==> src/rtl/elevator_request_queue_pkg.sv <==
// elevator_pkg: shared constants and types for the elevator request queue.
//   DEFAULT_NUM_FLOORS / DEFAULT_FLOOR_W : default floor count and code width.
//   floor_t       : floor code.
//   floor_mask_t  : one bit per floor (pending-request bitmap).
//   sched_state_e : scheduler state (IDLE, SERVE_UP, SERVE_DOWN).
package elevator_pkg;

  localparam int DEFAULT_NUM_FLOORS = 7;
  localparam int DEFAULT_FLOOR_W    = 3;

  typedef logic [DEFAULT_FLOOR_W-1:0]    floor_t;
  typedef logic [DEFAULT_NUM_FLOORS-1:0] floor_mask_t;

  typedef enum logic [1:0] {
    IDLE       = 2'd0,
    SERVE_UP   = 2'd1,
    SERVE_DOWN = 2'd2
  } sched_state_e;

endpackage

==> src/rtl/elevator_request_queue_if.sv <==
// elevator_request_queue_if: bundles the panel, motion-controller and lamp
// signals of the request queue.
//   slave  : the queue (consumes panel/motion inputs, drives target/lamps).
//   master : the environment (panel + motion controller).
//
// Signalling: there is no valid/ready backpressure. r_nwr is an active-low
// write strobe sampled on every rising clk edge (0 = requested_floor is
// written that edge). arrived is a one-cycle pulse qualified internally by
// target_valid. All outputs are registered; here_hit is a one-cycle pulse.
// dbg_state mirrors the scheduler FSM state for observation.
interface elevator_request_queue_if
  import elevator_pkg::*;
#(
  parameter int NUM_FLOORS = elevator_pkg::DEFAULT_NUM_FLOORS,
  parameter int FLOOR_W    = elevator_pkg::DEFAULT_FLOOR_W
) ();

  logic                  r_nwr;
  logic [FLOOR_W-1:0]    requested_floor;
  logic [FLOOR_W-1:0]    current_floor;
  logic                  arrived;
  logic                  target_valid;
  logic [FLOOR_W-1:0]    target_floor;
  logic                  dir_up;
  logic [NUM_FLOORS-1:0] lamps;
  logic [FLOOR_W-1:0]    pending_count;
  logic                  here_hit;
  sched_state_e          dbg_state;

  modport slave (
    input  r_nwr, requested_floor, current_floor, arrived,
    output target_valid, target_floor, dir_up, lamps, pending_count,
           here_hit, dbg_state
  );

  modport master (
    output r_nwr, requested_floor, current_floor, arrived,
    input  target_valid, target_floor, dir_up, lamps, pending_count,
           here_hit, dbg_state
  );

endinterface

==> src/rtl/elevator_request_queue_floor_seek.sv <==
// floor_seek: combinational search of a floor bitmap relative to the car.
//   mask          : pending-request bitmap.
//   current_floor : car position.
//   any_above / nearest_above : a pending floor exists above; lowest such floor.
//   any_below / nearest_below : a pending floor exists below; highest such floor.
// The nearest_* outputs are 0 when the matching any_* is 0.
module floor_seek
  import elevator_pkg::*;
#(
  parameter int NUM_FLOORS = elevator_pkg::DEFAULT_NUM_FLOORS,
  parameter int FLOOR_W    = elevator_pkg::DEFAULT_FLOOR_W
) (
  input  logic [NUM_FLOORS-1:0] mask,
  input  logic [FLOOR_W-1:0]    current_floor,
  output logic                  any_above,
  output logic [FLOOR_W-1:0]    nearest_above,
  output logic                  any_below,
  output logic [FLOOR_W-1:0]    nearest_below
);

  always_comb begin
    any_above     = 1'b0;
    nearest_above = '0;
    any_below     = 1'b0;
    nearest_below = '0;
    // Walk from the top down so the last hit above the car is the lowest one.
    for (int i = NUM_FLOORS - 1; i >= 0; i--) begin
      if (mask[i] && (i > int'(current_floor))) begin
        any_above     = 1'b1;
        nearest_above = FLOOR_W'(i);
      end
    end
    // Walk from the bottom up so the last hit below the car is the highest one.
    for (int i = 0; i < NUM_FLOORS; i++) begin
      if (mask[i] && (i < int'(current_floor))) begin
        any_below     = 1'b1;
        nearest_below = FLOOR_W'(i);
      end
    end
  end

endmodule

==> src/rtl/elevator_request_queue.sv <==
// elevator_request_queue: latches floor requests from the input panel into a
// per-floor bitmap, drives the button lamps and schedules the car with a
// direction-collective (SCAN) policy, presenting one registered target.
//   clk     : system clock, rising edge.
//   reset_n : asynchronous active-low reset.
//   bus     : elevator_request_queue_if.slave (panel strobe/floor, car
//             position, arrival pulse, target/direction, lamps, pending
//             count, here_hit pulse, debug state).
module elevator_request_queue
  import elevator_pkg::*;
#(
  parameter int NUM_FLOORS = elevator_pkg::DEFAULT_NUM_FLOORS,
  parameter int FLOOR_W    = elevator_pkg::DEFAULT_FLOOR_W
) (
  input  logic                     clk,
  input  logic                     reset_n,
  elevator_request_queue_if.slave  bus
);

  logic [NUM_FLOORS-1:0] pending;
  logic [NUM_FLOORS-1:0] pending_nx;
  logic [FLOOR_W-1:0]    count_q;
  logic [FLOOR_W-1:0]    count_nx;
  sched_state_e          state;
  logic                  valid_q;
  logic [FLOOR_W-1:0]    target_q;
  logic                  dir_up_q;
  logic                  here_q;
  logic                  here_nx;

  logic                  write_ok;
  logic                  arrive_now;
  logic                  any_above;
  logic                  any_below;
  logic [FLOOR_W-1:0]    nearest_above;
  logic [FLOOR_W-1:0]    nearest_below;

  // Out-of-range floor codes never reach the bitmap.
  assign write_ok   = !bus.r_nwr && (int'(bus.requested_floor) < NUM_FLOORS);
  // An arrival only means something while a target is actually presented.
  assign arrive_now = bus.arrived && valid_q;

  always_comb begin
    pending_nx = pending;
    here_nx    = 1'b0;
    if (arrive_now) begin
      pending_nx[target_q] = 1'b0;
    end
    if (write_ok) begin
      if ((state == IDLE) && (bus.requested_floor == bus.current_floor)) begin
        // Car is parked at the pressed floor: nothing to schedule.
        here_nx = 1'b1;
      end else if (!(arrive_now && (bus.requested_floor == target_q))) begin
        // A press for the floor being arrived at this cycle is already served.
        pending_nx[bus.requested_floor] = 1'b1;
      end
    end
  end

  always_comb begin
    count_nx = '0;
    for (int i = 0; i < NUM_FLOORS; i++) begin
      count_nx = count_nx + FLOOR_W'(pending_nx[i]);
    end
  end

  // Seek runs on the next bitmap so targets react one cycle after a write
  // and an arrival is reflected on the same edge that clears its bit.
  floor_seek #(
    .NUM_FLOORS (NUM_FLOORS),
    .FLOOR_W    (FLOOR_W)
  ) u_floor_seek (
    .mask          (pending_nx),
    .current_floor (bus.current_floor),
    .any_above     (any_above),
    .nearest_above (nearest_above),
    .any_below     (any_below),
    .nearest_below (nearest_below)
  );

  always_ff @(posedge clk or negedge reset_n) begin
    if (!reset_n) begin
      pending  <= '0;
      count_q  <= '0;
      state    <= IDLE;
      valid_q  <= 1'b0;
      target_q <= '0;
      dir_up_q <= 1'b0;
      here_q   <= 1'b0;
    end else begin
      pending <= pending_nx;
      count_q <= count_nx;
      here_q  <= here_nx;
      unique case (state)
        SERVE_DOWN: begin
          // Keep going down while anything is below; requests above wait.
          if (any_below) begin
            state    <= SERVE_DOWN;
            valid_q  <= 1'b1;
            target_q <= nearest_below;
            dir_up_q <= 1'b0;
          end else if (any_above) begin
            state    <= SERVE_UP;
            valid_q  <= 1'b1;
            target_q <= nearest_above;
            dir_up_q <= 1'b1;
          end else begin
            state    <= IDLE;
            valid_q  <= 1'b0;
            target_q <= '0;
            dir_up_q <= 1'b0;
          end
        end
        default: begin
          // IDLE and SERVE_UP both prefer upward work first.
          if (any_above) begin
            state    <= SERVE_UP;
            valid_q  <= 1'b1;
            target_q <= nearest_above;
            dir_up_q <= 1'b1;
          end else if (any_below) begin
            state    <= SERVE_DOWN;
            valid_q  <= 1'b1;
            target_q <= nearest_below;
            dir_up_q <= 1'b0;
          end else begin
            state    <= IDLE;
            valid_q  <= 1'b0;
            target_q <= '0;
            dir_up_q <= 1'b0;
          end
        end
      endcase
    end
  end

  assign bus.target_valid  = valid_q;
  assign bus.target_floor  = target_q;
  assign bus.dir_up        = dir_up_q;
  assign bus.lamps         = pending;
  assign bus.pending_count = count_q;
  assign bus.here_hit      = here_q;
  assign bus.dbg_state     = state;

endmodule

==> src/flat_wrapper.sv <==
// flat-port wrapper written by rule: the top's interface ports become plain ports
module elevator_request_queue_flat import elevator_pkg::*;
#(
  parameter int NUM_FLOORS = elevator_pkg::DEFAULT_NUM_FLOORS,
  parameter int FLOOR_W    = elevator_pkg::DEFAULT_FLOOR_W
)
  (clk, reset_n, bus_r_nwr, bus_requested_floor, bus_current_floor, bus_arrived, bus_target_valid, bus_target_floor, bus_dir_up, bus_lamps, bus_pending_count, bus_here_hit, bus_dbg_state);
  elevator_request_queue_if #(.NUM_FLOORS(NUM_FLOORS), .FLOOR_W(FLOOR_W)) bus_i ();
  input  logic clk;
  input  logic reset_n;
  input wire logic [$bits(bus_i.r_nwr)-1:0] bus_r_nwr;
  input wire logic [$bits(bus_i.requested_floor)-1:0] bus_requested_floor;
  input wire logic [$bits(bus_i.current_floor)-1:0] bus_current_floor;
  input wire logic [$bits(bus_i.arrived)-1:0] bus_arrived;
  output wire logic [$bits(bus_i.target_valid)-1:0] bus_target_valid;
  output wire logic [$bits(bus_i.target_floor)-1:0] bus_target_floor;
  output wire logic [$bits(bus_i.dir_up)-1:0] bus_dir_up;
  output wire logic [$bits(bus_i.lamps)-1:0] bus_lamps;
  output wire logic [$bits(bus_i.pending_count)-1:0] bus_pending_count;
  output wire logic [$bits(bus_i.here_hit)-1:0] bus_here_hit;
  output wire logic [$bits(bus_i.dbg_state)-1:0] bus_dbg_state;
  assign bus_i.r_nwr = bus_r_nwr;
  assign bus_i.requested_floor = bus_requested_floor;
  assign bus_i.current_floor = bus_current_floor;
  assign bus_i.arrived = bus_arrived;
  assign bus_target_valid = bus_i.target_valid;
  assign bus_target_floor = bus_i.target_floor;
  assign bus_dir_up = bus_i.dir_up;
  assign bus_lamps = bus_i.lamps;
  assign bus_pending_count = bus_i.pending_count;
  assign bus_here_hit = bus_i.here_hit;
  assign bus_dbg_state = bus_i.dbg_state;
  elevator_request_queue #(.NUM_FLOORS(NUM_FLOORS), .FLOOR_W(FLOOR_W)) u_core (.clk(clk), .reset_n(reset_n), .bus(bus_i));
endmodule
==> config.mk <==
export PLATFORM = sky130hd
export DESIGN_NAME = elevator_request_queue_flat
export DESIGN_NICKNAME = d
export VERILOG_FILES = /design/src/rtl/elevator_request_queue_pkg.sv /design/src/rtl/elevator_request_queue_if.sv /design/src/rtl/elevator_request_queue_floor_seek.sv /design/src/rtl/elevator_request_queue.sv /design/src/flat_wrapper.sv
export SDC_FILE = /design/constraint.sdc
export NUM_CORES = 1
export LEC_CHECK = 0
export ABC_AREA = 1
export CAP_MARGIN = 25
export CORE_MARGIN = 1
export CORE_UTILIZATION = 46
export CTS_CLUSTER_DIAMETER = 150
export DETAILED_ROUTE_END_ITERATION = 12
export PLACE_DENSITY_LB_ADDON = 0.2
export SYNTH_ARGS = -nofsm -noshare
export SYNTH_HDL_FRONTEND = slang
export SYNTH_SLANG_ARGS = --single-unit
==> constraint.sdc <==
create_clock -name clk -period 3.1 [get_ports clk]
set_input_delay 0.465 -clock clk [delete_from_list [all_inputs] [get_ports clk]]
set_output_delay 0.465 -clock clk [all_outputs]
set_load 0.1 [all_outputs]
==> qor.yml <==
critical_path:
  start_kind: "input pin"
  critical_path_class: "input pin to register"
  arrival_ns: 3.33
  cp.required_ns: 3.29
  reg2reg_depth: 18
  slowest_stage: "fa_1"
  cpMostUsedCell: "inv_1"
  worst-r2r-setup-slack_ns: -0.03
  crit_fanout: 3
  r2r_end: "u_core.bus.pending_count[2]$_DFF_PN0_"
  rr_startpoint: "u_core.bus.dbg_state[1]$_DFF_PN0_"
  max_stage_delay_ns: 0.47
  path_cells: "clkdlybuf4s15_1 > inv_1 > nand2_1 > nand2_1 > nor2_4 > nand2_2 > nand2_4 > inv_2 > nand2_2 > nand2_4 > ha_4 > xnor2_2 > inv_1 > ha_1 > inv_2 > fa_1 > inv_1 > ha_2 > fa_2 > xor2_1"
  end_kind: "register"
floorplanning:
  io-pin-count: 28
  std_cell_rows: 19
  fp.dieW_um: 56.4
  die_h_um: 56.4
  dieArea_mm2: 0.00318
  coreArea_mm2: 0.00278
  start_util: 0.490
sta:
  setup_slack_ns: -0.0372
  final_hold_viol_count: 0
  rsz0062_at_grt: "yes"
  period_minus_slack_ns: 3.14
  setup_viol: 2
  slew-limit-headroom: 0.466
  clock_skew_ns: 0.00435
  worstMarginPinSlew_ns: 0.798
  fin_crit_sh: 1.01
  fmax_mhz: 319
  finalMaxSlewViolations: 0
clock_network:
  htree_levels: 1
  root_buffer: "clkbuf_4"
  cts.sinks: 17
  cts_tree: "built"
  numCtsBuffers: 3
  worstSkewPairLatency_ns: 0.29
  cts_hold_buf: 0
  clock_path_buffers: 2
  clkTransAtPathRegs_ns: 0.10
global_routing:
  grt_first_pass_wirelength_um: 5840
  antenna_found_initial: 0
  grt_overflow: 0
  grt_pass1_vias: 1365
  grt_max_degree: 18
  track_usage: 0.237
routing:
  antenna_left: 0
  route.final.wire_length_um: 3700
  viasPerCell: 5.13
  drtIter0Drc: 59
  drc: 0
  post_drt_wl_per_cell_um: 13.1
  drt_first_pass_iters: 4
  vias: 1446
finish:
  fillers: 217
  ff_latch_area_um2: 448
  multi_input_area_um2: 870
  num_antenna_cells: 0
  fin_nets: 268
  drive_gt1_frac: 0.462
  postLayoutCoreUtil: 0.707
  areaGrowthSynthToFinish_pct: 44.4
logic_synthesis:
  seq_area_frac_synth: 0.312
  yosysWarnings: 0
  synth-seq-cells: 17
  synth.area.top_cells: "dfrtp_1, nand2_1, inv_1"
  synth_cell_types: 28
  netlist_area_mm2: 0.00136
  syn_area_per_cell_um2: 7.17
  yosysTopAreaCellShare: 0.312
  syn-num-nets: 206
  syn-instance-count: 190
  yosys.area.top_type: "dfrtp_1"
min_path:
  hold_end: "u_core.bus.lamps[3]$_DFF_PN0_"
  min-delay-start: "u_core.bus.lamps[3]$_DFF_PN0_"
  min_path_cells: 2
  min_path_type: "register to register"
placement:
  hpwl_um: 2950
  gp_congestion: 0.960
  pre_cts_ws_ns: -0.737
  port_buffers: 27
run_status:
  status: "complete, but fails checks"
  failed_checks: "negative setup slack"
flow_run:
  cap_viol_max_count: 0
-- Yosys cell counts (all sizes together) --
cell type / n
nand2: 66
buf: 3
a21o: 1
nor3: 4
xor2: 1
nor2: 25
o21ai: 12
nand3: 9
dfrtp: 17
fa: 2
ha: 4
nand4: 1
a21oi: 3
a31oi: 2
o21bai: 2
inv: 34
xnor2: 1
o21a: 3
-- worst max-delay path by stage --
stage / endpoint / startpoint
6_report: u_core.bus.pending_count[2]$_DFF_PN0_ / bus_current_floor[2]
5_1_grt: u_core.bus.pending_count[2]$_DFF_PN0_ / u_core.bus.dbg_state[1]$_DFF_PN0_
4_1_cts: u_core.bus.pending_count[2]$_DFF_PN0_ / u_core.bus.dbg_state[1]$_DFF_PN0_
3_5_place_dp: u_core.bus.pending_count[2]$_DFF_PN0_ / bus_requested_floor[1]
3_3_place_gp: u_core.bus.pending_count[2]$_DFF_PN0_ / bus_requested_floor[1]
2_1_floorplan: u_core.bus.pending_count[2]$_DFF_PN0_ / u_core.bus.dbg_state[0]$_DFF_PN0_
-- placed cells by master (no fill, tap or decap), types with 4 or more instances in the layout --
cell type / count
nand2_4: 5
nor3_1: 4
nor2_1: 15
dfrtp_1: 11
o21ai_2: 4
nand2_1: 48
inv_2: 11
nor2_2: 4
buf_4: 51
nand3_1: 7
o21ai_0: 6
inv_1: 23
dfrtp_4: 6
nor2_4: 6
nand2_2: 13
-- cell type report --
class | count | share of cell area
Clock buffer | 3 | 0.0115
Sequential cell | 17 | 0.228
Multi-Input combinational cell | 136 | 0.442
Timing Repair Buffer | 60 | 0.232
Inverter | 34 | 0.0649
Tap cell | 31 | 0.0197
Clock inverter | 1 | 0.00254
-- sequential cells by signal, indices dropped and copies added (netlist names) --
name                      cells
u_core.bus.lamps              7
u_core.bus.pending_count      3
u_core.bus.target_valid       1
u_core.bus.here_hit           1
u_core.bus.dbg_state          2
u_core.bus.target_floor       3
-- what timing repair did --
item	4_1_cts	5_1_grt
pin swaps	11	5
gates resized for setup	22	14
buffers inserted	1	2
setup endpoints to repair	3	2
-- critical path: cells and delay by family --
family | cells | cell delay (ns)
buf+inv | 6 | 0.50
simple gates | 7 | 0.58
fa+ha+maj | 5 | 1.53
xor+xnor | 2 | 0.24
-- cells by family after synthesis --
group,after synthesis,synth area share
AOI/OAI and AO/OA,23,0.117
xor gates and xnor gates,2,0.0129
adders and majority gates,6,0.0661
buffers and inverters,37,0.108
DFF,17,0.312
and+or+nand+nor,105,0.384
-- routing by layer --
| layer | track usage | vias to the layer above | wire [um] |
|---|---|---|---|
| met5 | 0 | - | 0 |
| li1 | - | 708 | - |
| met4 | 0.0976 | 0 | 68 |
| met1 | 0.299 | 680 | 1550 |
| met2 | 0.418 | 50 | 1900 |
| met3 | 0.0161 | 8 | 182 |
-- metrics by stage --
step | cell area (um2) | cells | hold WS (ns) | TNS, ns
after floorplan | 1410 | 190 | 0.169 | -0.267
after global placement | 1880 | 275 | 0.599 | -1.59
after detailed placement | 1880 | 275 | 0.598 | -1.79
after CTS | 1940 | 280 | 0.626 | -0.133
after global routing | 1970 | 282 | 0.652 | -0.249
final | 1970 | 282 | 0.623 | -0.0723
Power is left out: the tool's default activity adds up to more than one toggle a clock period on the data nets, which glitch-free logic cannot reach.
